===== config.mk =====
export PLATFORM = sky130hd
export DESIGN_NAME = uart_tx_fifo_flat
export DESIGN_NICKNAME = d
export VERILOG_FILES = /design/src/rtl/uart_tx_fifo_if.sv /design/src/rtl/uart_tx_fifo.sv /design/src/flat_wrapper.sv
export SDC_FILE = /design/constraint.sdc
export NUM_CORES = 1
export LEC_CHECK = 0
export CAP_MARGIN = 20
export CORE_MARGIN = 5
export CORE_UTILIZATION = 60
export DETAILED_ROUTE_END_ITERATION = 6
export PLACE_DENSITY_LB_ADDON = 0.1
export SLEW_MARGIN = 30
export SYNTH_ARGS = -nofsm -noshare
export SYNTH_HDL_FRONTEND = slang
export SYNTH_SLANG_ARGS = --single-unit

===== constraint.sdc =====
create_clock -name clk -period 3.75 [get_ports clk]
set_input_delay 0.75 -clock clk [delete_from_list [all_inputs] [get_ports clk]]
set_output_delay 0.75 -clock clk [all_outputs]
set_load 0.005 [all_outputs]

===== src/rtl/uart_tx_fifo_if.sv =====
`default_nettype none
// ============================================================================
//  Module      : uart_tx_fifo_if
//  Description : Bundle of the write/read handshake and status signals
//                between the APB register block / UART transmitter (master)
//                and the transmit byte FIFO (slave).
//                clear, wr_en, wr_data, rd_n           : master -> FIFO
//                rd_data, empty, full, level, overflow : FIFO -> master
//                almost_full                           : FIFO -> master, only
//                                                      with UART_TX_FIFO_AFULL_EN
//  Optional    : `define UART_TX_FIFO_AFULL_EN adds the almost_full signal.
//  Revision    : 1.0  initial release
// ============================================================================
interface uart_tx_fifo_if #(
  parameter int WIDTH      = 8,
  parameter int DEPTH_LOG2 = 4
);
  logic                  clear;
  logic                  wr_en;
  logic [WIDTH-1:0]      wr_data;
  logic                  rd_n;
  logic [WIDTH-1:0]      rd_data;
  logic                  empty;
  logic                  full;
  logic [DEPTH_LOG2:0]   level;
  logic                  overflow;
`ifdef UART_TX_FIFO_AFULL_EN
  logic                  almost_full;

  modport master (
    output clear, wr_en, wr_data, rd_n,
    input  rd_data, empty, full, level, overflow, almost_full
  );
  modport slave (
    input  clear, wr_en, wr_data, rd_n,
    output rd_data, empty, full, level, overflow, almost_full
  );
`else
  modport master (
    output clear, wr_en, wr_data, rd_n,
    input  rd_data, empty, full, level, overflow
  );
  modport slave (
    input  clear, wr_en, wr_data, rd_n,
    output rd_data, empty, full, level, overflow
  );
`endif
endinterface
`default_nettype wire


===== src/rtl/uart_tx_fifo.sv =====
`default_nettype none
// ============================================================================
//  Module      : uart_tx_fifo
//  Description : Transmit-side byte FIFO in front of the UART transmitter.
//                The APB side writes bytes; the transmitter pops them with an
//                active-low strobe and takes the registered head byte one
//                clock later. Provides registered empty/full/level flags and
//                a sticky overflow flag for dropped writes.
//  Ports       : clk      - system clock
//                aresetn  - asynchronous active-low reset
//                bus      - uart_tx_fifo_if.slave (clear, wr_en, wr_data,
//                           rd_n in; rd_data, empty, full, level, overflow
//                           [, almost_full] out)
//  Optional    : `define UART_TX_FIFO_AFULL_EN adds the AFULL_THRESH
//                parameter and the registered almost_full output.
//  Revision    : 1.0  initial release
// ============================================================================
module uart_tx_fifo #(
  parameter int WIDTH        = 8,
`ifdef UART_TX_FIFO_AFULL_EN
  parameter int AFULL_THRESH = 12,
`endif
  parameter int DEPTH_LOG2   = 4
) (
  input  logic             clk,
  input  logic             aresetn,
  uart_tx_fifo_if.slave    bus
);

  localparam int                  c_DEPTH_N   = 1 << DEPTH_LOG2;
  localparam logic [DEPTH_LOG2:0] c_DEPTH     = {1'b1, {DEPTH_LOG2{1'b0}}};
  localparam logic [DEPTH_LOG2:0] c_LVL_ONE   = {{DEPTH_LOG2{1'b0}}, 1'b1};
  localparam logic [DEPTH_LOG2-1:0] c_PTR_ONE = {{(DEPTH_LOG2-1){1'b0}}, 1'b1};

  logic [WIDTH-1:0]      mem_q [c_DEPTH_N];
  logic [DEPTH_LOG2-1:0] wr_ptr_q, wr_ptr_d;
  logic [DEPTH_LOG2-1:0] rd_ptr_q, rd_ptr_d;
  logic [DEPTH_LOG2:0]   level_q, level_d;
  logic                  empty_q, full_q, overflow_q;
  logic [WIDTH-1:0]      rd_data_q;

  logic                  w_rd_acc;
  logic                  w_wr_acc;
  logic                  w_wr_drop;

  // A write into a full FIFO is still accepted when a read frees a slot on
  // the same edge; a read from an empty FIFO is never accepted (no
  // fall-through), so the same-cycle write just lands in storage.
  assign w_rd_acc  = !bus.rd_n && !empty_q;
  assign w_wr_acc  = bus.wr_en && (!full_q || w_rd_acc);
  assign w_wr_drop = bus.wr_en && !w_wr_acc;

  always_comb begin
    wr_ptr_d = wr_ptr_q;
    rd_ptr_d = rd_ptr_q;
    level_d  = level_q;
    if (bus.clear) begin
      wr_ptr_d = '0;
      rd_ptr_d = '0;
      level_d  = '0;
    end else begin
      if (w_wr_acc) wr_ptr_d = wr_ptr_q + c_PTR_ONE;
      if (w_rd_acc) rd_ptr_d = rd_ptr_q + c_PTR_ONE;
      case ({w_wr_acc, w_rd_acc})
        2'b10:   level_d = level_q + c_LVL_ONE;
        2'b01:   level_d = level_q - c_LVL_ONE;
        default: level_d = level_q;
      endcase
    end
  end

  always_ff @(posedge clk or negedge aresetn) begin
    if (!aresetn) begin
      wr_ptr_q   <= '0;
      rd_ptr_q   <= '0;
      level_q    <= '0;
      empty_q    <= 1'b1;
      full_q     <= 1'b0;
      overflow_q <= 1'b0;
      rd_data_q  <= '0;
    end else begin
      wr_ptr_q <= wr_ptr_d;
      rd_ptr_q <= rd_ptr_d;
      level_q  <= level_d;
      empty_q  <= (level_d == '0);
      full_q   <= (level_d == c_DEPTH);
      if (bus.clear) begin
        overflow_q <= 1'b0;
      end else begin
        if (w_wr_drop) overflow_q <= 1'b1;
        // rd_data is held through clear and only moves on an accepted pop.
        if (w_rd_acc)  rd_data_q  <= mem_q[rd_ptr_q];
      end
    end
  end

  // Storage carries no reset: stale contents are unreachable once the
  // pointers and level are zeroed.
  always_ff @(posedge clk) begin
    if (w_wr_acc && !bus.clear) begin
      mem_q[wr_ptr_q] <= bus.wr_data;
    end
  end

  assign bus.rd_data  = rd_data_q;
  assign bus.empty    = empty_q;
  assign bus.full     = full_q;
  assign bus.level    = level_q;
  assign bus.overflow = overflow_q;

`ifdef UART_TX_FIFO_AFULL_EN
  localparam logic [DEPTH_LOG2:0] c_AFULL = (DEPTH_LOG2+1)'(AFULL_THRESH);

  logic almost_full_q;

  always_ff @(posedge clk or negedge aresetn) begin
    if (!aresetn) begin
      almost_full_q <= 1'b0;
    end else begin
      // level_d is already zero under clear, but keep the clear explicit.
      almost_full_q <= !bus.clear && (level_d >= c_AFULL);
    end
  end

  assign bus.almost_full = almost_full_q;
`endif

endmodule
`default_nettype wire


===== src/flat_wrapper.sv =====
// flat-port wrapper written by rule: the top's interface ports become plain ports
module uart_tx_fifo_flat 
#(
  parameter int WIDTH        = 8,

  parameter int DEPTH_LOG2   = 4
)
  (clk, aresetn, bus_clear, bus_wr_en, bus_wr_data, bus_rd_n, bus_rd_data, bus_empty, bus_full, bus_level, bus_overflow);
  uart_tx_fifo_if #(.WIDTH(WIDTH), .DEPTH_LOG2(DEPTH_LOG2)) bus_i ();
  input  logic clk;
  input  logic aresetn;
  input wire logic [$bits(bus_i.clear)-1:0] bus_clear;
  input wire logic [$bits(bus_i.wr_en)-1:0] bus_wr_en;
  input wire logic [$bits(bus_i.wr_data)-1:0] bus_wr_data;
  input wire logic [$bits(bus_i.rd_n)-1:0] bus_rd_n;
  output wire logic [$bits(bus_i.rd_data)-1:0] bus_rd_data;
  output wire logic [$bits(bus_i.empty)-1:0] bus_empty;
  output wire logic [$bits(bus_i.full)-1:0] bus_full;
  output wire logic [$bits(bus_i.level)-1:0] bus_level;
  output wire logic [$bits(bus_i.overflow)-1:0] bus_overflow;
  assign bus_i.clear = bus_clear;
  assign bus_i.wr_en = bus_wr_en;
  assign bus_i.wr_data = bus_wr_data;
  assign bus_i.rd_n = bus_rd_n;
  assign bus_rd_data = bus_i.rd_data;
  assign bus_empty = bus_i.empty;
  assign bus_full = bus_i.full;
  assign bus_level = bus_i.level;
  assign bus_overflow = bus_i.overflow;
  uart_tx_fifo #(.WIDTH(WIDTH), .DEPTH_LOG2(DEPTH_LOG2)) u_core (.clk(clk), .aresetn(aresetn), .bus(bus_i));
endmodule

After elaboration in Yosys (flattened, before gate mapping)

Memory sizes are Yosys's and may differ from the RTL's. A register that Yosys moved wholly into a read port is not among the register bits.
Index checks and enable logic that the tools add are counted.

Register bits: 16
Bits in writable memories: 128
Input port bits: 13
Output and inout bits: 16
Memories: 1

$add $sub $neg: 4
Eq/ne operators: 3
Mux-type cells: 10
Bitwise logic cells: 1
Reductions and logical operators: 16

Memories:

| name         | words | width | rd ports | clocked after memory_dff | write ports | line               | RTL |
|---|---|---|---|---|---|---|---|
| u_core.mem_q | 16    | 8     | 1        | 1                        | 1           | uart_tx_fifo.sv:35 | `logic [WIDTH-1:0] mem_q [c_DEPTH_N];` |

Operators with widths:

| cell                  | count |
|---|---|
| $mux W4               | 4 |
| $pmux W5 S2           | 1 |
| $add A4 B1 Y4 const B | 2 |
| $logic_not A1 Y1      | 6 |
| $reduce_bool A2 Y1    | 3 |
| $add A5 B1 Y5 const B | 1 |
| $eq A5 B5 Y1 const B  | 1 |
| $logic_not A5 Y1      | 1 |
| $mux W5               | 1 |
| $sub A5 B1 Y5 const B | 1 |
| $logic_and A1 B1 Y1   | 4 |
| $mux W1               | 4 |
| $eq A2 B1 Y1 const B  | 1 |
| $eq A2 B2 Y1 const B  | 1 |
| $reduce_and A2 Y1     | 1 |
| $logic_or A1 B1 Y1    | 1 |
| $not A1 Y1            | 1 |

Logic depth before layout (Yosys ltp)

Gate-level depths: netlist (run 1).

Depth after elaboration: 8
Gate-level depth with buffers: 13

Worst setup path before layout (run 1)

OpenSTA, ideal clock, no wires.

Kind: in2reg
From: in bus_rd_n
To: reg u_core.full_q (netlist: u_core.bus.full)
Setup time: 105 ps
Arrival: 3,119 ps
Required time: 3,645 ps
Setup slack: 526 ps
Stages on the path: 13
Path buffers: 2
Cells stage by stage: or2_1 > clkbuf_1 > a21boi_2 > inv_2 > ha_1 > clkbuf_1 > xor2_1 > ha_1 > a21oi_1 > mux2i_1 > xor2_1 > nand2_1 > nor4b_1

Cells in the longest elaborated chain, start to end: 8
Elaborated cells between the ends (all ways): 9

RTL lines:

| element                                      | line               | RTL |
|---|---|---|
| start: declaration                           | flat_wrapper.sv:15 | `input wire logic [$bits(bus_i.rd_n)-1:0] bus_rd_n;` |
| $logic_not A1 Y1 *                           | uart_tx_fifo.sv:49 | `assign w_rd_acc = !bus.rd_n && !empty_q;` |
| $logic_and A1 B1 Y1 *                        | uart_tx_fifo.sv:49 |  |
| $logic_or A1 B1 Y1                           | uart_tx_fifo.sv:50 | `assign w_wr_acc = bus.wr_en && (!full_q \|\| w_rd_acc);` |
| $logic_and A1 B1 Y1                          | uart_tx_fifo.sv:50 |  |
| $eq A2 B1 Y1 or $eq A2 B2 Y1 (tied branches) | uart_tx_fifo.sv:64 | `case ({w_wr_acc, w_rd_acc})` |
| $pmux W5 S2 *                                | uart_tx_fifo.sv:64 |  |
| $mux W5 *                                    | uart_tx_fifo.sv:57 | `if (bus.clear) begin` |
| $eq A5 B5 Y1 *                               | uart_tx_fifo.sv:86 | `full_q <= (level_d == c_DEPTH);` |
| end signal: assignment                       | uart_tx_fifo.sv:86 |  |
| end: declaration                             | uart_tx_fifo.sv:39 | `logic empty_q, full_q, overflow_q;` |

Every way passes the cells marked *; elsewhere a longest branch is shown, timed or not.
A chain may end at the register's enable or synchronous reset.

Worst setup path after layout (run 1)

Same ends and word-level chain as after synthesis.

==> results of run 1 <==
cells in the final DEF, fill, tap and decap left out, types with 3 or more instances in the layout:
cell type / instances
a21o_1: 3
a21oi_1: 10
and3_1: 4
buf_4: 18
bufinv_16: 3
clkbuf_16: 16
clkdlybuf4s50_1: 28
clkinv_4: 7
dfrtp_1: 22
edfxtp_1: 128
ha_1: 8
inv_1: 3
mux2i_1: 18
mux4_2: 32
nand2_1: 8
nand3_1: 3
nor2_1: 30
nor2b_1: 4
nor3_1: 8
o21ai_1: 6
o22ai_1: 3
xnor2_1: 4
xor2_1: 7
routing by layer:
layer / global-route usage [%] / vias up
li1: - / 1429
met1: 28.3 / 1626
met2: 33.3 / 67
met3: 5.54 / 11
met4: 6.24 / 0
met5: 0 / -
cells in the mapped netlist (5+ instances only):
cell and n:
a21oi_1 10, buf_2 5, buf_6 5, clkbuf_1 10, dfrtp_1 23, edfxtp_1 128, ha_1 8, mux2i_1 18
mux4_2 32, nand2_1 8, nor2_1 30, nor3_1 8, o21ai_1 6, xor2_1 7
area by class of cell:
cell class | count | share of cell area, %
Sequential cell | 152 | 61.3
Tap cell | 136 | 2.34
Clock inverter | 15 | 2.48
Inverter | 5 | 0.259
Multi-Input combinational cell | 166 | 22.2
Clock buffer | 17 | 5.71
Timing Repair Buffer | 46 | 5.72
kinds of logic after synthesis:
| family | share of synthesized area, % |
|---|---|
| fa+ha+maj | 1.62 |
| mux | 14.5 |
| simple gates | 5.29 |
| xor+xnor | 1.55 |
| flops | 71.7 |
| compound gates | 2.93 |
| buf+inv | 2.34 |
state kept, by name (all words and copies together), names as in the netlist:
| name | count |
|---|---|
| u_core.bus.empty | 1 |
| u_core.bus.full | 1 |
| u_core.bus.level | 5 |
| u_core.bus.overflow | 1 |
| u_core.bus.rd_data | 8 |
| u_core.mem_q | 128 |
| u_core.rd_ptr_q | 4 |
| u_core.wr_ptr_q | 4 |
stage by stage:
step	cells	worst slack, ns
final	537	0.693
after global routing	537	0.583
after CTS	537	0.733
after detailed placement	505	0.182
after global placement	505	0.286
after floorplan	344	0.526
worst paths after layout:
check                                 startpoint                     to  slack (ns)  cells after the start
max                                     bus_rd_n        u_core.bus.full        0.69                     12
max in group asynchronous                aresetn       u_core.bus.empty        2.87                      2
min reg2reg                u_core.bus.rd_data[1]  u_core.bus.rd_data[1]        0.48                      1
max reg2reg                     u_core.bus.empty        u_core.bus.full        0.95                     11
min in group asynchronous                aresetn    u_core.bus.level[1]        0.58                      2
min                        u_core.bus.rd_data[1]  u_core.bus.rd_data[1]        0.48                      1
where the power goes:
group	internal [W]	leakage (nW)	switching, W	total (W)
clock network	0.00101	0.285	0.000673	0.00169
logic	0.000331	0.713	0.000282	0.000613
registers	0.00191	1.47	0.0000646	0.00198
total	0.00326	2.47	0.00102	0.00428
==> metrics, run 1 <==
core area=0.0102 mm^2; data required time at the worst endpoint=4.18 ns; TritonCTS clock tree=done; Final ANT Viol Nets=0; crit-path max FO=8; placer congestion estimate=between 0.8 and 0.9; status=completed; vias=3133; critical path's top delay family=simple AND/OR/NAND/NOR gates; VDD IR max=0.392 mV; Met2 Wirelength=6.10 mm; Crit. End Element=flip-flop; CTS root buf=clkbuf_8; Cell Chain, Critical Path=clkdlybuf4s50_1 > or2_1 > a21boi_2 > inv_2 > ha_1 > xor2_1 > ha_1 > a21oi_1 > mux2i_1 > xor2_1 > nand2_1 > nor4b_1; first-pass GRT wire length=roughly 19 mm; Max Cap Viol=0; cell accounting for the most synthesized area=edfxtp_1; CTS Buf Count=17; Hold Vio Cnt, Final=0; Layout fillers=644; Slew @ Worst Pin=0.669 ns; Pins Over Slew Limit=0; starting DRC count in detailed routing=263; Cell Rows=37; WS Path Type=in2reg; total gr overflow=0; f_max=approximately 330 MHz; RSZ-0062 raised after global routing=no; Clk Latency, worst-skew pair=0.53 ns; Routed WL=approximately 12 mm; Final Cycle Share=between 80% and 90%; hold slack=a little under 0.5 ns; post-CTS sizing=0; n_diodes=0; highest metal used=met4; Final Total Pwr=0.00428 W; clk slew on worst S/H paths=approximately 0.060 ns; Ys Warns=0; Post-Syn Area per Cell=18.0 um^2; Routed WL per cell=between 20 and 25 um; P&R area growth vs syn=17.1%; synth top area cells=edfxtp_1 (62%), mux4_2 (12%), dfrtp_1 (9.3%); post-CTS setup buffers=0; FF+latch count, synth=between 150 and 200; I/O pin total=29; worst path bufs/invs=2; clk sinks=152; Max Root-Sink Buffers=2; top_reg_cell synth=edfxtp_1; area of the multi-input gates=0.00161 mm^2; post-synth top area share=62.0%; Nets=409; buffers added on ports=28; die area=0.0125 mm^2; Overall Global Routing Usage=20.7%; sequential area share after synthesis=between 70 and 80%; Slowest cell on crit path=clkdlybuf4s50_1; initial antenna violation count=0; Hold WC Path Type=reg2reg; max_slew headroom=55.4%; Period minus WS final=3.06 ns; H-tree depth=4; Layout Utilization=71.3%; Die H=112 um; layout cell share with drive strength beyond 1=roughly 22%; Post-synth ARST share=15.8%; drt pass-1 iters=4; CP peak stage delay=0.41 ns; chip width=112 um; Initial Util=60.8%; dpl cell area=0.00666 mm^2; Cell Pwr Density=589 mW/mm^2; Post-CTS Hold Buffers=0; arrival time at the worst endpoint=~3.5 ns; Met1 Wirelength=between 5 and 6 mm; Synth Instances=344; distinct cell type count after synthesis=39; vias per inst=between 5 and 6; met3 routed WL=609 um; area of the mapped netlist=0.00620 mm^2; DRC Markers=0; Startpoint Class=primary input; Post-synth EDFFs=128; FF/Latch Area=0.00445 mm^2; setup TNS=0 ns; Setup Viol. Count Final=0; number of global-route vias before repair=3228; largest net degree at the start of global routing=36; static leakage=2.47 nW; post-synth net total=365; Post-DP HPWL=7.30 mm; fin area=0.00726 mm^2; clock skew=0.00762 ns
Power figures use the tool's default switching activity.
==> run 2: changes to the inputs <==
CORE_UTILIZATION = 54   (was 60)
clock period = 2.6 ns   (was 3.75 ns; I/O delays follow)
==> run 2 against run 1 <==
  * Cell count is 3.9% higher
  * Critical path depth is 1 lower
  * Register-to-register slack worse by 0.75 ns
  * Final area is 2.2% higher
  * Die area is 10% higher
  * Critical path type unchanged
==> metrics, run 2 (synthesized netlist as in run 1, its figures left out) <==
max FFs per register=128; Cell Rows=39; reg2reg start=u_core.bus.empty; Max Root-Sink Buffers=2; die area=0.0137 mm^2; Hold WC Path Type=in2async; arrival time at the worst endpoint=approximately 2.7 ns; VDD IR max=between 0.5 and 0.6 mV; initial antenna violation count=0; Final ANT Viol Nets=0; chip width=117 um; Post-DP HPWL=7.45 mm; n_diodes=0; most common cell after layout, fill and taps aside=edfxtp_1; H-tree depth=4; FF/Latch Area=0.00445 mm^2; Layout fillers=788; vias=around 3200; Biggest register=u_core.mem_q; layout cell share with drive strength beyond 1=25.5%; f_max=approximately 420 MHz; Routed WL per cell=21.6 um; status=completed; Setup Viol. Count Final=0; Final Cycle Share=92.6%; Overall Global Routing Usage=19.0%; dpl cell area=around 0.0068 mm^2; buffers added on ports=28; TritonCTS clock tree=done; max_slew headroom=54.4%; clk sinks=between 150 and 200; fin area=approximately 0.0074 mm^2; Period minus WS final=~2.4 ns; placer congestion estimate=0.806; Pins Over Slew Limit=0; static leakage=between 2 and 3 nW; CTS Buf Count=17; Die H=117 um; Startpoint Class=primary input; drt pass-1 iters=4; first-pass GRT wire length=between 15 and 20 mm; Crit. End Element=flip-flop; most frequent cells in the layout=edfxtp_1 (128), mux4_2 (32), nor2_1 (30); core area=0.0113 mm^2; Slew @ Worst Pin=between 0.6 and 0.7 ns; number of global-route vias before repair=3215; Initial Util=54.7%; total gr overflow=0; Post-CTS Hold Buffers=0; vias per inst=5.78; I/O pin total=29; CTS root buf=clkbuf_16; CP startpoint=bus_wr_en; P&R area growth vs syn=19.7%; starting DRC count in detailed routing=269; data required time at the worst endpoint=2.91 ns; area of the multi-input gates=approximately 0.0017 mm^2; Max Cap Viol=0; RSZ-0062 raised after global routing=no; DRC Markers=0; clock skew=0.00393 ns; Cell Pwr Density=827 mW/mm^2; Nets=423; clk slew on worst S/H paths=0.06 ns; crit-path max FO=3; WS Path Type=in2reg; largest net degree at the start of global routing=36; hold slack=0.475 ns; Clk Latency, worst-skew pair=0.41 ns; Hold Vio Cnt, Final=0; Routed WL=12.1 mm
-- run 2: changes by cell type in the layout (fill, tap and decap cells not counted), moves of 2 or more --
| cell | delta |
|---|---|
| buf_12 | +3 |
| clkinv_2 | +3 |
| clkinv_4 | -7 |
| ha_1 | -2 |
| clkinv_1 | +2 |
| inv_6 | +3 |
| buf_4 | +11 |
-- run 2: through the flow --
stage / total power [W] / util [%] / std cells / setup slack [ns] / TNS, ns
after floorplan: 0.00349 / - / 344 / -0.133 / -0.309
after global placement: 0.00385 / 60.5 / 525 / -0.269 / -0.874
after detailed placement: 0.00387 / 60.5 / 525 / -0.330 / -1.13
after CTS: 0.00617 / 65.4 / 557 / 0.103 / 0
after global routing: 0.00639 / 65.5 / 558 / 0.0309 / 0
final: 0.00614 / 65.5 / 558 / 0.193 / 0
-- run 2: cell type report --
cell class | count | area share, %
inverter | 5 | 0.253
clock buffer | 18 | 5.79
multi-input combinational | 166 | 22.3
timing repair buffer | 60 | 7.56
clock inverter | 14 | 1.75
tap | 143 | 2.41
sequential | 152 | 59.9
-- run 2: path summary, 6_finish.rpt --
check	end	slack (ns)	depth (start not counted)
max	u_core.bus.full	0.19	11
max reg2reg	u_core.bus.full	0.20	11
min	u_core.bus.level[1]	0.48	2
min in group clk	u_core.bus.overflow	0.51	2
min reg2reg	u_core.bus.overflow	0.51	2
max in group asynchronous	u_core.bus.empty	1.82	2
-- run 2: routing by layer --
layer  track usage [%]  wire [um]
met1              26.7       5560
met4              7.65        238
met5                 0          0
met3              4.27        420
met2              29.5       5840
-- run 2: worst max-delay path: stages --
cell and delay, ns:
clkdlybuf4s50_1 0.49, a21boi_4 0.19, inv_2 0.06, ha_4 0.16
xor2_1 0.16, ha_2 0.21, a21oi_2 0.12, mux2i_1 0.23
xor2_1 0.21, nand2_1 0.09, nor4b_2 0.29
-- run 2: repair_timing --
action	in CTS	in global routing
hold endpoints to repair	0	0
gates resized for setup	0	2
setup buffers	0	1
setup endpoints to repair	0	2
-- run 2: report_power, final --
group	internal [W]	switching (W)	total, W
Sequential	0.00276	0.000103	0.00286
Clock	0.00140	0.000916	0.00232
Combinational	0.000535	0.000422	0.000957
Total	0.00470	0.00144	0.00614
==> run 3: changes to the inputs <==
PLACE_DENSITY = 0.75   (was default)
PLACE_DENSITY_LB_ADDON = default   (was 0.1)
==> run 3 against run 2 <==
  * Sequential power is essentially flat
  * First-iteration DRC count decreased by 8.6%
  * Die area unchanged
  * Clock power rose by 13%
  * Critical path depth is 1 higher
  * Via count increased by 2.2%
  * Non-clock buffer count up 2
==> metrics, run 3 (synthesized netlist as in run 1, its figures left out) <==
most common cell after layout, fill and taps aside=edfxtp_1; Pint=0.00495 W; placer congestion estimate=roughly 0.83; Final Worst Setup Slack=around 0.15 ns; Slew @ Worst Pin=about 0.90 ns; WS Path Type=reg2reg; sw power=0.00155 W; starting DRC count in detailed routing=about 250; Cell Rows=39; Clk Latency, worst-skew pair=around 0.42 ns; Hold WC Path Type=in2async; area of the multi-input gates=~0.0016 mm^2; Post-DP HPWL=7.58 mm; core area=0.0113 mm^2; Worst R2R Path Depth=12; met2 global-route usage=around 32%; worst slack, placed=-0.376 ns; sw frac=23.8%; Nets=425; chip width=between 100 and 150 um; buffers added on ports=28; f_max=408 MHz; setup TNS=0 ns; total gr overflow=0; TritonCTS clock tree=done; sequential share of power=44.5%; layout cell share with drive strength beyond 1=26.6%; largest net degree at the start of global routing=35; CTS root buf=clkbuf_16; vias=around 3300; arrival time at the worst endpoint=2.81 ns; status=completed; I/O pin total=29; clock skew=0.00578 ns; Final Cycle Share=around 94%; P&R area growth vs syn=21.7%; met1 usage=26.4%; first-pass GRT wire length=~19 mm; initial antenna violation count=0; FF/Latch Area=0.00445 mm^2; Startpoint Class=flip-flop; clk sinks=approximately 150; Hold Vio Cnt, Final=0; dpl cell area=about 0.0069 mm^2; Initial Util=between 50% and 60%; H-tree depth=4; n_diodes=0; die area=0.0137 mm^2; fin area=0.00754 mm^2; Global Route met3 Usage=3.80%; reg-to-reg setup timing slack=0.15 ns; GR peak layer=met2; Max Cap Viol=0; static leakage=2.60 nW; max FFs per register=128; crit-path max FO=4; VDD IR max=0.482 mV; data required time at the worst endpoint=2.96 ns; number of global-route vias before repair=3352; Crit. End Element=flip-flop; Biggest register=u_core.mem_q; drt pass-1 iters=7; DRC Markers=0; combinational share of power=between 10% and 20%; Layout fillers=749; most frequent cells in the layout=edfxtp_1 (128), mux4_2 (32), nor2_1 (30); reg2reg start=u_core.bus.empty; Overall Global Routing Usage=19.7%; Die H=~120 um; Period minus WS final=2.45 ns; Max Root-Sink Buffers=2; Layout Utilization=about two thirds; Routed WL=12.4 mm; clk slew on worst S/H paths=0.06 ns; CP endpoint=u_core.bus.empty; Final ANT Viol Nets=0; Setup Viol. Count Final=0; Clock power frac=40.4%; Pins Over Slew Limit=0; RR Endpoint=u_core.bus.empty; vias per inst=5.89; max_slew headroom=40.0%; CP startpoint=u_core.bus.empty; Routed WL per cell=22.1 um; Cell Pwr Density=861 mW/mm^2; CTS Buf Count=17
-- run 3: cell count changes in the layout (fill, tap and decap cells not counted), sizes merged --
| cell | before | now |
|---|---|---|
| buf | 32 | 34 |
| clkinv | 8 | 4 |
| clkbuf | 18 | 17 |
| bufinv | 2 | 4 |
| clkinvlp | 1 | 2 |
| inv | 8 | 10 |
-- run 3: metal layers --
layer | vias up | wire length, um
li1 | 1466 | -
met1 | 1704 | 5110
met2 | 105 | 6440
met3 | 21 | 613
met4 | 0 | 225
met5 | - | 0
-- run 3: critical path: stages (launching register included) --
cell	delay [ns]
dfstp_2	0.56
or2_4	0.14
buf_4	0.12
inv_2	0.05
ha_4	0.15
xor2_1	0.16
ha_2	0.22
a21oi_2	0.12
mux2i_1	0.24
xor2_1	0.22
buf_4	0.14
buf_4	0.09
a41o_1	0.18
-- run 3: repair_timing --
action / in CTS / in global routing
hold endpoints to repair: 0 / 0
endpoints found under the setup margin: 0 / 2
setup buffers: 0 / 2
gates resized for setup: 0 / 3
hold buffers: 0 / 0
-- run 3: worst min-delay path by stage --
stage / to / slack, ns
global route: u_core.bus.rd_data[7] / 0.50
global placement: u_core.bus.rd_data[1] / 0.46
floorplan: u_core.bus.full / 0.22
finish: u_core.wr_ptr_q[0] / 0.46
detailed placement: u_core.bus.rd_data[1] / 0.47
CTS: u_core.bus.rd_data[6] / 0.46
-- run 3: power groups by stage --
stage                     Combinational (W)  Clock [W]  Sequential, W
after floorplan                    0.000607          0        0.00288
after global placement             0.000941          0        0.00293
after detailed placement           0.000966          0        0.00293
after CTS                          0.000978    0.00266        0.00289
after global routing                0.00107    0.00276        0.00291
final                              0.000983    0.00263        0.00289
-- run 3: per-stage QoR --
stage          hold slack, ns  power (W)  instances
3_5_place_dp            0.469    0.00390        526
5_1_grt                 0.504    0.00674        560
6_report                0.462    0.00650        560
4_1_cts                 0.461    0.00653        558
2_1_floorplan           0.224    0.00349        344
3_3_place_gp            0.462    0.00387        526
-- run 3: final cells by class --
type | instances | area share [%]
multi-input cells | 166 | 21.8
flip-flops and latches | 152 | 59.0
well taps | 143 | 2.37
clock buffers | 17 | 5.64
inverters | 5 | 0.249
repair buffers | 62 | 8.13
clock inverters | 15 | 2.82
==> edit, RTL diff (config.mk and constraints of run 3) <==
`DEPTH_LOG2` is set to 4 in 3 places; all go to 3.
--- a/src/rtl/uart_tx_fifo_if.sv
+++ b/src/rtl/uart_tx_fifo_if.sv
@@ -13,7 +13,7 @@
 // ============================================================================
 interface uart_tx_fifo_if #(
   parameter int WIDTH      = 8,
-  parameter int DEPTH_LOG2 = 4
+  parameter int DEPTH_LOG2 = 3
 );
   logic                  clear;
   logic                  wr_en;
--- a/src/rtl/uart_tx_fifo.sv
+++ b/src/rtl/uart_tx_fifo.sv
@@ -20,7 +20,7 @@
 `ifdef UART_TX_FIFO_AFULL_EN
   parameter int AFULL_THRESH = 12,
 `endif
-  parameter int DEPTH_LOG2   = 4
+  parameter int DEPTH_LOG2   = 3
 ) (
   input  logic             clk,
   input  logic             aresetn,
--- a/src/flat_wrapper.sv
+++ b/src/flat_wrapper.sv
@@ -3,7 +3,7 @@
 #(
   parameter int WIDTH        = 8,
 
-  parameter int DEPTH_LOG2   = 4
+  parameter int DEPTH_LOG2   = 3
 )
   (clk, aresetn, bus_clear, bus_wr_en, bus_wr_data, bus_rd_n, bus_rd_data, bus_empty, bus_full, bus_level, bus_overflow);
   uart_tx_fifo_if #(.WIDTH(WIDTH), .DEPTH_LOG2(DEPTH_LOG2)) bus_i ();
Ports: changed (resized bus_level); port bits go from 29 to 28. No check against the original RTL was run, so the function may have changed too.
==> edit against run 3 <==
Synthesized area is 44% lower; design area shrank 44%; sequential cell count is 67 lower; power decreased by 48%; routed wire length down 49%; non-clock buffer count is 9 lower; die area down 41%; worst setup slack improved by 0.062 ns.
==> edit: results (changes against run 3) <==
Run status
  – Status: finished, final reports clean

Finish
  – Max reg flops: 64 (-50%)
  – Fillcell total: 450 (-40%)
  – Layout cells sized above 1: 0.243 (-0.0228)
  – Area of the multi-input gates: 955 sq um (-42%)

Routing
  – Post-DR wirelength/cell: 18.4 um (-17%)
  – Vias per inst: 5.55 (-5.7%)
  – DR WL met2: 3160 um (-51%)
  – WL met3: 345 um (-44%)

Worst setup path
  – CP delay by family, top: buffers and inverters
  – CP max-delay cell: clkdlybuf4s50_1
  – Cells on worst reg2reg path: 9 (-3)
  – Reg2Reg Capture Point: u_core.bus.full
  – Reg2reg setup slack: 0.43 ns (+0.28 ns)

Placement
  – Placer Congestion: 0.747 (-9.5%)
  – Pre-CTS setup slack: -0.126 ns (+0.250 ns)
  – Placed Area: 3990 sq um (-42%)
  – DP HPWL: 4270 um (-44%)

Synth
  – Library cells used by synthesis: 36 (-7.7%)
  – Ys async rst share: 0.247 (+0.0892)
  – Number of flops mapped to enable cells by yosys: 64 (-50%)
  – Sequential share of the synthesized area: 0.706 (-0.0108)
  – Mapped Nets: 221 (-39%)
  – Leading post-synthesis cells by cell area: edfxtp_1, dfrtp_1, mux4_2
  – Top cells by count, synth: edfxtp_1, nor2_1, dfrtp_1

Global route
  – Vias in the first global route: 1885 (-44%)
  – First-pass GRT wire length: 10200 um (-47%)
  – All-layer global routing usage: 0.166 (-0.0310)
  – Largest net degree at the start of global routing: 22 (-37%)

CTS
  – Clk root buf: clkbuf_8
  – TritonCTS Buffers: 9 (-8)
  – Clk slew on worst S/H paths: 0.09 ns (+0.03 ns)

STA
  – Min Hold Slack: 0.517 ns (+0.0559 ns)
  – Slew HR: 0.534 (+0.134)
  – Clk_skew: 0.00717 ns (+0.00139 ns)

Pwr
  – LEAKAGE: 1.50 nW (-42%)
==> edit: changes by cell type after synthesis, sizes merged, moves of 4 or more <==
cell    change
buf         -5
nor3        -5
o21ai       -5
clkbuf      -7
and3        -4
mux2i       -8
edfxtp     -64
mux4       -16
==> edit: per-layer routing <==
metal / vias to the layer above / track usage
li1: 888 / -
met1: 944 / 0.231
met2: 49 / 0.262
met3: 6 / 0.0284
met4: 0 / 0.0633
met5: - / 0
==> edit: logic make-up after synthesis <==
| group | synth area share |
|---|---|
| AOI/OAI and AO/OA | 0.0422 |
| adders and majority gates | 0.0181 |
| and+or+nand+nor | 0.0646 |
| muxes | 0.133 |
| buffers and inverters | 0.0181 |
| DFF | 0.706 |
| xor gates and xnor gates | 0.0177 |
==> edit: report_power, final <==
| group | internal [W] | switching, W |
|---|---|---|
| clock network | 0.000471 | 0.000511 |
| logic | 0.000420 | 0.000282 |
| registers | 0.00158 | 0.0000982 |
==> edit: area by class of cell <==
class | instances | share of cell area
flip-flops and latches | 85 | 0.583
inverters | 2 | 0.00179
well taps | 77 | 0.0230
clock buffers | 9 | 0.0295
multi-input cells | 107 | 0.227
repair buffers | 53 | 0.114
clock inverters | 7 | 0.0212
==> edit: worst max-delay path by stage <==
| stage | startpoint | endpoint | slack [ns] | depth (start not counted) |
|---|---|---|---|---|
| after floorplan | bus_rd_n | u_core.bus.full | 0.24 | 10 |
| after detailed placement | bus_rd_n | u_core.bus.full | -0.13 | 10 |
| final | bus_rd_n | u_core.bus.full | 0.21 | 10 |
| after global routing | bus_rd_n | u_core.bus.full | 0.12 | 10 |
| after global placement | bus_rd_n | u_core.bus.full | -0.005 | 10 |
| after CTS | bus_rd_n | u_core.bus.full | 0.24 | 10 |
